[config.mk]
export PLATFORM = sky130hd
export DESIGN_NAME = load_store_unit
export DESIGN_NICKNAME = d
export VERILOG_FILES = /design/src/rtl/load_store_unit.sv
export SDC_FILE = /design/constraint.sdc
export NUM_CORES = 1
export LEC_CHECK = 0
export CAP_MARGIN = 10
export CORE_ASPECT_RATIO = 1.5
export CORE_MARGIN = 10
export CORE_UTILIZATION = 46
export CTS_CLUSTER_SIZE = 30
export DETAILED_ROUTE_END_ITERATION = 12
export PLACE_DENSITY = 0.95
export SLEW_MARGIN = 20
export SYNTH_ARGS = -nofsm -noshare
export SYNTH_HDL_FRONTEND = slang
export SYNTH_SLANG_ARGS = --single-unit
[constraint.sdc]
create_clock -name clk -period 2.3 [get_ports clk]
set_input_delay 0.46 -clock clk [delete_from_list [all_inputs] [get_ports clk]]
set_output_delay 0.46 -clock clk [all_outputs]
set_load 0.005 [all_outputs]
[src/rtl/load_store_unit.sv]
`default_nettype none
// ============================================================================
// Module   : load_store_unit
// Purpose  : Runs one data-memory transaction per instruction using a
//            req/gnt/rvalid handshake. Builds byte enables and lane-replicated
//            store data, sign/zero-extends load data, and holds the core with
//            a stall request until the access completes.
// Config   : LSU_MISALIGN_CHECK_EN - when defined, misaligned half/word
//            accesses are dropped in IDLE and flagged on lsu_misaligned.
// Revision : 1.0 - initial release
// ============================================================================
module load_store_unit #(
  parameter int ADDR_W = 32,
  parameter int DATA_W = 32
) (
  input  logic              clk,
  input  logic              rst_n,
  input  logic              lsu_req,
  input  logic              lsu_we,
  input  logic [2:0]        lsu_size,
  input  logic [ADDR_W-1:0] lsu_addr,
  input  logic [DATA_W-1:0] lsu_wdata,
  output logic [DATA_W-1:0] lsu_rdata,
  output logic              lsu_stall_req,
  output logic              data_req,
  output logic              data_we,
  output logic [3:0]        data_be,
  output logic [ADDR_W-1:0] data_addr,
  output logic [DATA_W-1:0] data_wdata,
  input  logic              data_gnt,
  input  logic              data_rvalid,
  input  logic [DATA_W-1:0] data_rdata
`ifdef LSU_MISALIGN_CHECK_EN
  ,
  output logic              lsu_misaligned
`endif
);

  // Decoder memory_size codes (bit 2 marks the unsigned load variants)
  localparam logic [2:0] C_SIZE_BYTE   = 3'b000;
  localparam logic [2:0] C_SIZE_HALF   = 3'b001;
  localparam logic [2:0] C_SIZE_WORD   = 3'b010;
  localparam logic [2:0] C_SIZE_U_BYTE = 3'b100;
  localparam logic [2:0] C_SIZE_U_HALF = 3'b101;

  typedef enum logic [1:0] {
    IDLE = 2'd0,
    REQ  = 2'd1,
    RESP = 2'd2
  } state_e;

  state_e            state_q, state_d;
  logic              we_q, we_d;
  logic [2:0]        size_q, size_d;
  logic [1:0]        off_q, off_d;
  logic [ADDR_W-1:0] addr_q, addr_d;
  logic [3:0]        be_q, be_d;
  logic [DATA_W-1:0] wdata_q, wdata_d;
  logic [DATA_W-1:0] rdata_q, rdata_d;

  logic              w_is_byte, w_is_half, w_is_word, w_size_ok, w_start;
  logic [3:0]        w_be;
  logic [DATA_W-1:0] w_wdata;
  logic [7:0]        w_lane_b;
  logic [15:0]       w_lane_h;
  logic [DATA_W-1:0] w_load_ext;
`ifdef LSU_MISALIGN_CHECK_EN
  logic              w_misaligned;
`endif

  // Decode size class, byte enables and replicated store data from the request
  always_comb begin
    w_is_byte = (lsu_size == C_SIZE_BYTE) || (lsu_size == C_SIZE_U_BYTE);
    w_is_half = (lsu_size == C_SIZE_HALF) || (lsu_size == C_SIZE_U_HALF);
    w_is_word = (lsu_size == C_SIZE_WORD);
    w_size_ok = w_is_byte | w_is_half | w_is_word;
    w_be      = 4'b0000;
    w_wdata   = lsu_wdata;
    if (w_is_byte) begin
      w_be    = 4'b0001 << lsu_addr[1:0];
      w_wdata = {4{lsu_wdata[7:0]}};
    end else if (w_is_half) begin
      w_be    = 4'b0011 << {lsu_addr[1], 1'b0};
      w_wdata = {2{lsu_wdata[15:0]}};
    end else if (w_is_word) begin
      w_be    = 4'b1111;
    end
`ifdef LSU_MISALIGN_CHECK_EN
    w_misaligned = (w_is_half & lsu_addr[0]) | (w_is_word & (lsu_addr[1:0] != 2'b00));
    w_start      = lsu_req & w_size_ok & ~w_misaligned;
`else
    w_start      = lsu_req & w_size_ok;
`endif
  end

  // Select and extend the addressed lane of the returned read word
  always_comb begin
    w_lane_b   = data_rdata[8*off_q +: 8];
    w_lane_h   = off_q[1] ? data_rdata[31:16] : data_rdata[15:0];
    w_load_ext = data_rdata;
    case (size_q)
      C_SIZE_BYTE:   w_load_ext = {{24{w_lane_b[7]}}, w_lane_b};
      C_SIZE_U_BYTE: w_load_ext = {24'h0, w_lane_b};
      C_SIZE_HALF:   w_load_ext = {{16{w_lane_h[15]}}, w_lane_h};
      C_SIZE_U_HALF: w_load_ext = {16'h0, w_lane_h};
      default:       w_load_ext = data_rdata;
    endcase
  end

  // Next-state logic for the transaction FSM and its captured request fields
  always_comb begin
    state_d = state_q;
    we_d    = we_q;
    size_d  = size_q;
    off_d   = off_q;
    addr_d  = addr_q;
    be_d    = be_q;
    wdata_d = wdata_q;
    rdata_d = rdata_q;
    case (state_q)
      IDLE: begin
        if (w_start) begin
          state_d = REQ;
          we_d    = lsu_we;
          size_d  = lsu_size;
          off_d   = lsu_addr[1:0];
          addr_d  = {lsu_addr[ADDR_W-1:2], 2'b00};
          be_d    = w_be;
          wdata_d = w_wdata;
        end
      end
      REQ: begin
        if (data_gnt) state_d = RESP;
      end
      RESP: begin
        if (data_rvalid) begin
          state_d = IDLE;
          if (!we_q) rdata_d = w_load_ext;
        end
      end
      default: state_d = IDLE;
    endcase
  end

  // State and request-field registers with synchronous active-low reset
  always_ff @(posedge clk) begin
    if (!rst_n) begin
      state_q <= IDLE;
      we_q    <= 1'b0;
      size_q  <= 3'b000;
      off_q   <= 2'b00;
      addr_q  <= '0;
      be_q    <= 4'b0000;
      wdata_q <= '0;
      rdata_q <= '0;
    end else begin
      state_q <= state_d;
      we_q    <= we_d;
      size_q  <= size_d;
      off_q   <= off_d;
      addr_q  <= addr_d;
      be_q    <= be_d;
      wdata_q <= wdata_d;
      rdata_q <= rdata_d;
    end
  end

  // Stall: in IDLE only for an access that will actually start; afterwards
  // until the rvalid cycle, on which the core is released.
  always_comb begin
    if (state_q == IDLE) lsu_stall_req = w_start;
    else                 lsu_stall_req = lsu_req & ~((state_q == RESP) & data_rvalid);
  end

  assign data_req   = (state_q == REQ);
  assign data_we    = we_q;
  assign data_be    = be_q;
  assign data_addr  = addr_q;
  assign data_wdata = wdata_q;
  assign lsu_rdata  = rdata_q;
`ifdef LSU_MISALIGN_CHECK_EN
  assign lsu_misaligned = (state_q == IDLE) & lsu_req & w_size_ok & w_misaligned;
`endif

endmodule
`default_nettype wire

==> results.yml <==
status:
  outcome: "finished, final reports clean"
logic_synthesis:
  post_synth_num_cell_types: 49
  syn_inst: 595
  postSynth.topFlopCell: "dfxtp_1"
  yosys.cell_count.top_type: "nand2_1"
  synth.top_cells.by_area: "dfxtp_1, nand2_1, a21boi_0"
  synth.largest_area_cell: "dfxtp_1"
  yosysTopAreaCellShare_pct: 43.0
  seq_area_frac_synth_pct: 43.0
  syn_area_um2: 4930
  synth-edff-count: 0
  synth_top_cells_by_count: "nand2_1, dfxtp_1, a21boi_0, o21ai_0, clkbuf_1"
  syn-mean-instance-area_um2: 8.29
  ys.warnings.count: 0
  ys_ff_latch: 106
  async_reset_ff_share_pct: 0
power_and_ir_drop:
  p_sw_share_pct: 24.7
  power.ir.vdd_worst_mv: 0.351
  part_of_the_power_in_combinational_logic_pct: 19.1
  pwr-share-seq_pct: 45.3
  reported_net_switching_power_uw: 1090
  power_total_uw: 4410
  clock_power_share_pct: 35.6
  leakagePower_uw: 0.00289
  internal_power_uw: 3320
  power_per_cell_area_nw_per_um2: 594
cts:
  cts_sinks: 106
  clk_root_buffer_cell: "clkbuf_16"
  clockBufferDepth: 2
  clkTransAtPathRegs_ps: 70
  cts_hold_repair.buffers: 0
  h-tree-depth: 3
  clk-insertion-delay-late_ps: 340
  tritoncts: "done"
  cts-buffers-inserted: 9
grt:
  first_pass_grt_wire_length_mm: 27.7
  grt_max_degree: 51
  globalRoute.totalOverflow: 0
  globalRouteTotalUtil_pct: 21.9
  first_global_vias: 5334
  grt_antenna_before_repair: 0
placed_design:
  hpwl_after_detailed_placement_mm: 13.6
  place_congestion: 0.939
  placed_area_um2: 7110
  port-buffer-count: 205
sta:
  timing.fmax_mhz: 498
  drv_slew: 0
  timing_worst_slew_pin_value_ps: 808
  max-slew-margin-rel_pct: 46.0
  rsz0062_at_grt: "no"
  final-hold-violation-count: 0
  period_utilization_post_route_pct: 87.3
  final_setup_skew_ps: 12.0
  finalCriticalPeriod_ps: 2010
  setup-violations-final: 0
layout:
  final_cell_area_um2: 7430
  drive_above_1_share_pct: 7.26
  areaGrowthSynthToFinish_pct: 50.6
  final.fill_count: 825
  final-seq-area_um2: 2120
  number_of_antenna_repair_diodes: 0
  fin_util_pct: 70.5
  multi_input_comb_area_um2: 2570
  nNetsFinal: 885
worst_setup_path:
  critPathBufInv: 1
  critical_path_required_ps: 1840
  timing.critical_path.fanout_max: 6
  arrival_ps: 1550
  crit_chain: "nor2b_1, clkdlybuf4s50_1"
  worst-setup-path-type: "reg2out"
  worst_path_max_delay_cell: "clkdlybuf4s50_1"
  critPathTopFamily: "buffers and inverters"
  worstSetupStartpointType: "register"
  worst_path_largest_cell_delay_ps: 540
  endpoint_kind: "primary output"
detailed_routing:
  drc: 0
  drt-initial-drc-count: 274
  avgViaCountPerCell: 5.49
  antenna_violation_net_count_after_detailed_routing: 0
  drt_first_pass_iters: 5
  routed_wirelength_mm: 17.4
  vias: 5099
  routed_wire_length_per_instance_um: 18.7
die:
  initial_utilization_pct: 46.8
  floorplan.die.width_um: 105
  floorplan.rows: 46
  boundaryPins: 208
  coreArea_um2: 10500
  die_height_um: 147
  design.die.area_um2: 15400
job:
  max-cap-violations: 0
worst_hold_path:
  holdCritPathClass: "reg2reg"
[cell families after synthesis]
logic type / synth area share, %
simple gates: 21.6
compound gates: 24.0
flops: 43.0
buf+inv: 5.05
mux: 6.24
other cells: 0.0760
[final cells by class]
class	instances	share of cell area (%)
Tap cell	144	2.43
Multi-Input combinational cell	436	34.6
Clock buffer	13	3.50
Timing Repair Buffer	225	30.1
Clock inverter	3	0.640
Sequential cell	106	28.6
Inverter	2	0.101
[layout by cell type (no fill, tap or decap), types with 2 or more instances in the layout]
cell type        instances
conb_1                   2
nand2b_1                 3
o221ai_1                11
o21ai_0                 39
clkbuf_16                9
nor2_1                  17
clkbuf_8                 2
o2bb2ai_1                4
o211a_1                 16
clkinv_4                 2
o221a_2                  2
a31o_2                   2
clkdlybuf4s50_1        201
nor3_1                   3
buf_4                   17
dlymetal6s2s_1           2
nor4_1                   2
buf_12                   3
dfxtp_1                106
a21boi_1                 9
nor3b_1                  2
a21boi_0                44
inv_1                    2
and3_1                   4
mux2_2                   7
mux2i_1                 18
a21oi_1                 25
nor2b_1                  8
nand3b_1                 8
clkbuf_1                 2
nand2_1                167
and2_1                   2
nand3_1                 19
[path summary, 6_finish.rpt]
path / depth (start not counted) / to / slack, ps / startpoint
worst max-delay path: 2 / data_req / 290 / state_q[0]$_SDFFE_PN0P_
worst min-delay path: 2 / data_addr[14]$_SDFFE_PN0P_ / 460 / data_addr[14]$_SDFFE_PN0P_
worst max register to register: 4 / lsu_rdata[22]$_SDFFE_PN0P_ / 340 / off_q[0]$_SDFFE_PN0P_
worst min register to register: 2 / data_addr[14]$_SDFFE_PN0P_ / 460 / data_addr[14]$_SDFFE_PN0P_
[worst register-to-register path, cell delays in order (launching register included)]
cell	delay (ps)
dfxtp_1	550
nor2b_1	230
o21ai_0	140
a31oi_2	710
a21oi_1	170
[power by group through the flow]
stage	Clock (µW)	Sequential, µW	Combinational (µW)
after CTS	1600	2000	847
after global routing	1670	2010	913
after floorplan	0	2030	349
after global placement	0	2030	815
after detailed placement	0	2040	843
final	1570	2000	844
[sequential cells by signal, indices dropped and copies added, names as in the netlist]
name	count
state_q	2
off_q	2
lsu_rdata	32
size_q	3
data_be	4
data_we	1
data_wdata	32
data_addr	30
[repair_timing]
item                       in CTS  in global routing
hold endpoints to repair        0                  0
resized for setup               3                  2
setup buffers                   0                  1
setup endpoints to repair       1                  1
pin swaps                       1                  1
[through the flow]
stage                     instances  TNS, ps  hold slack (ps)  setup WS (ps)
after floorplan                 596        0              451            696
after global placement          912    -86.1              441          -86.1
after detailed placement        912     -216              448           -116
after CTS                       928        0              462           8.07
after global routing            929        0              482            129
final                           929        0              459            292
[layer usage]
metal	vias to the layer above	wire, µm	global-route usage [%]
met2	220	9230	40.0
met3	49	1230	6.44
met1	2410	6060	21.2
met5	-	0	0
met4	0	842	13.0
li1	2420	-	-
Note: power is estimated with default switching activity, not from simulation.
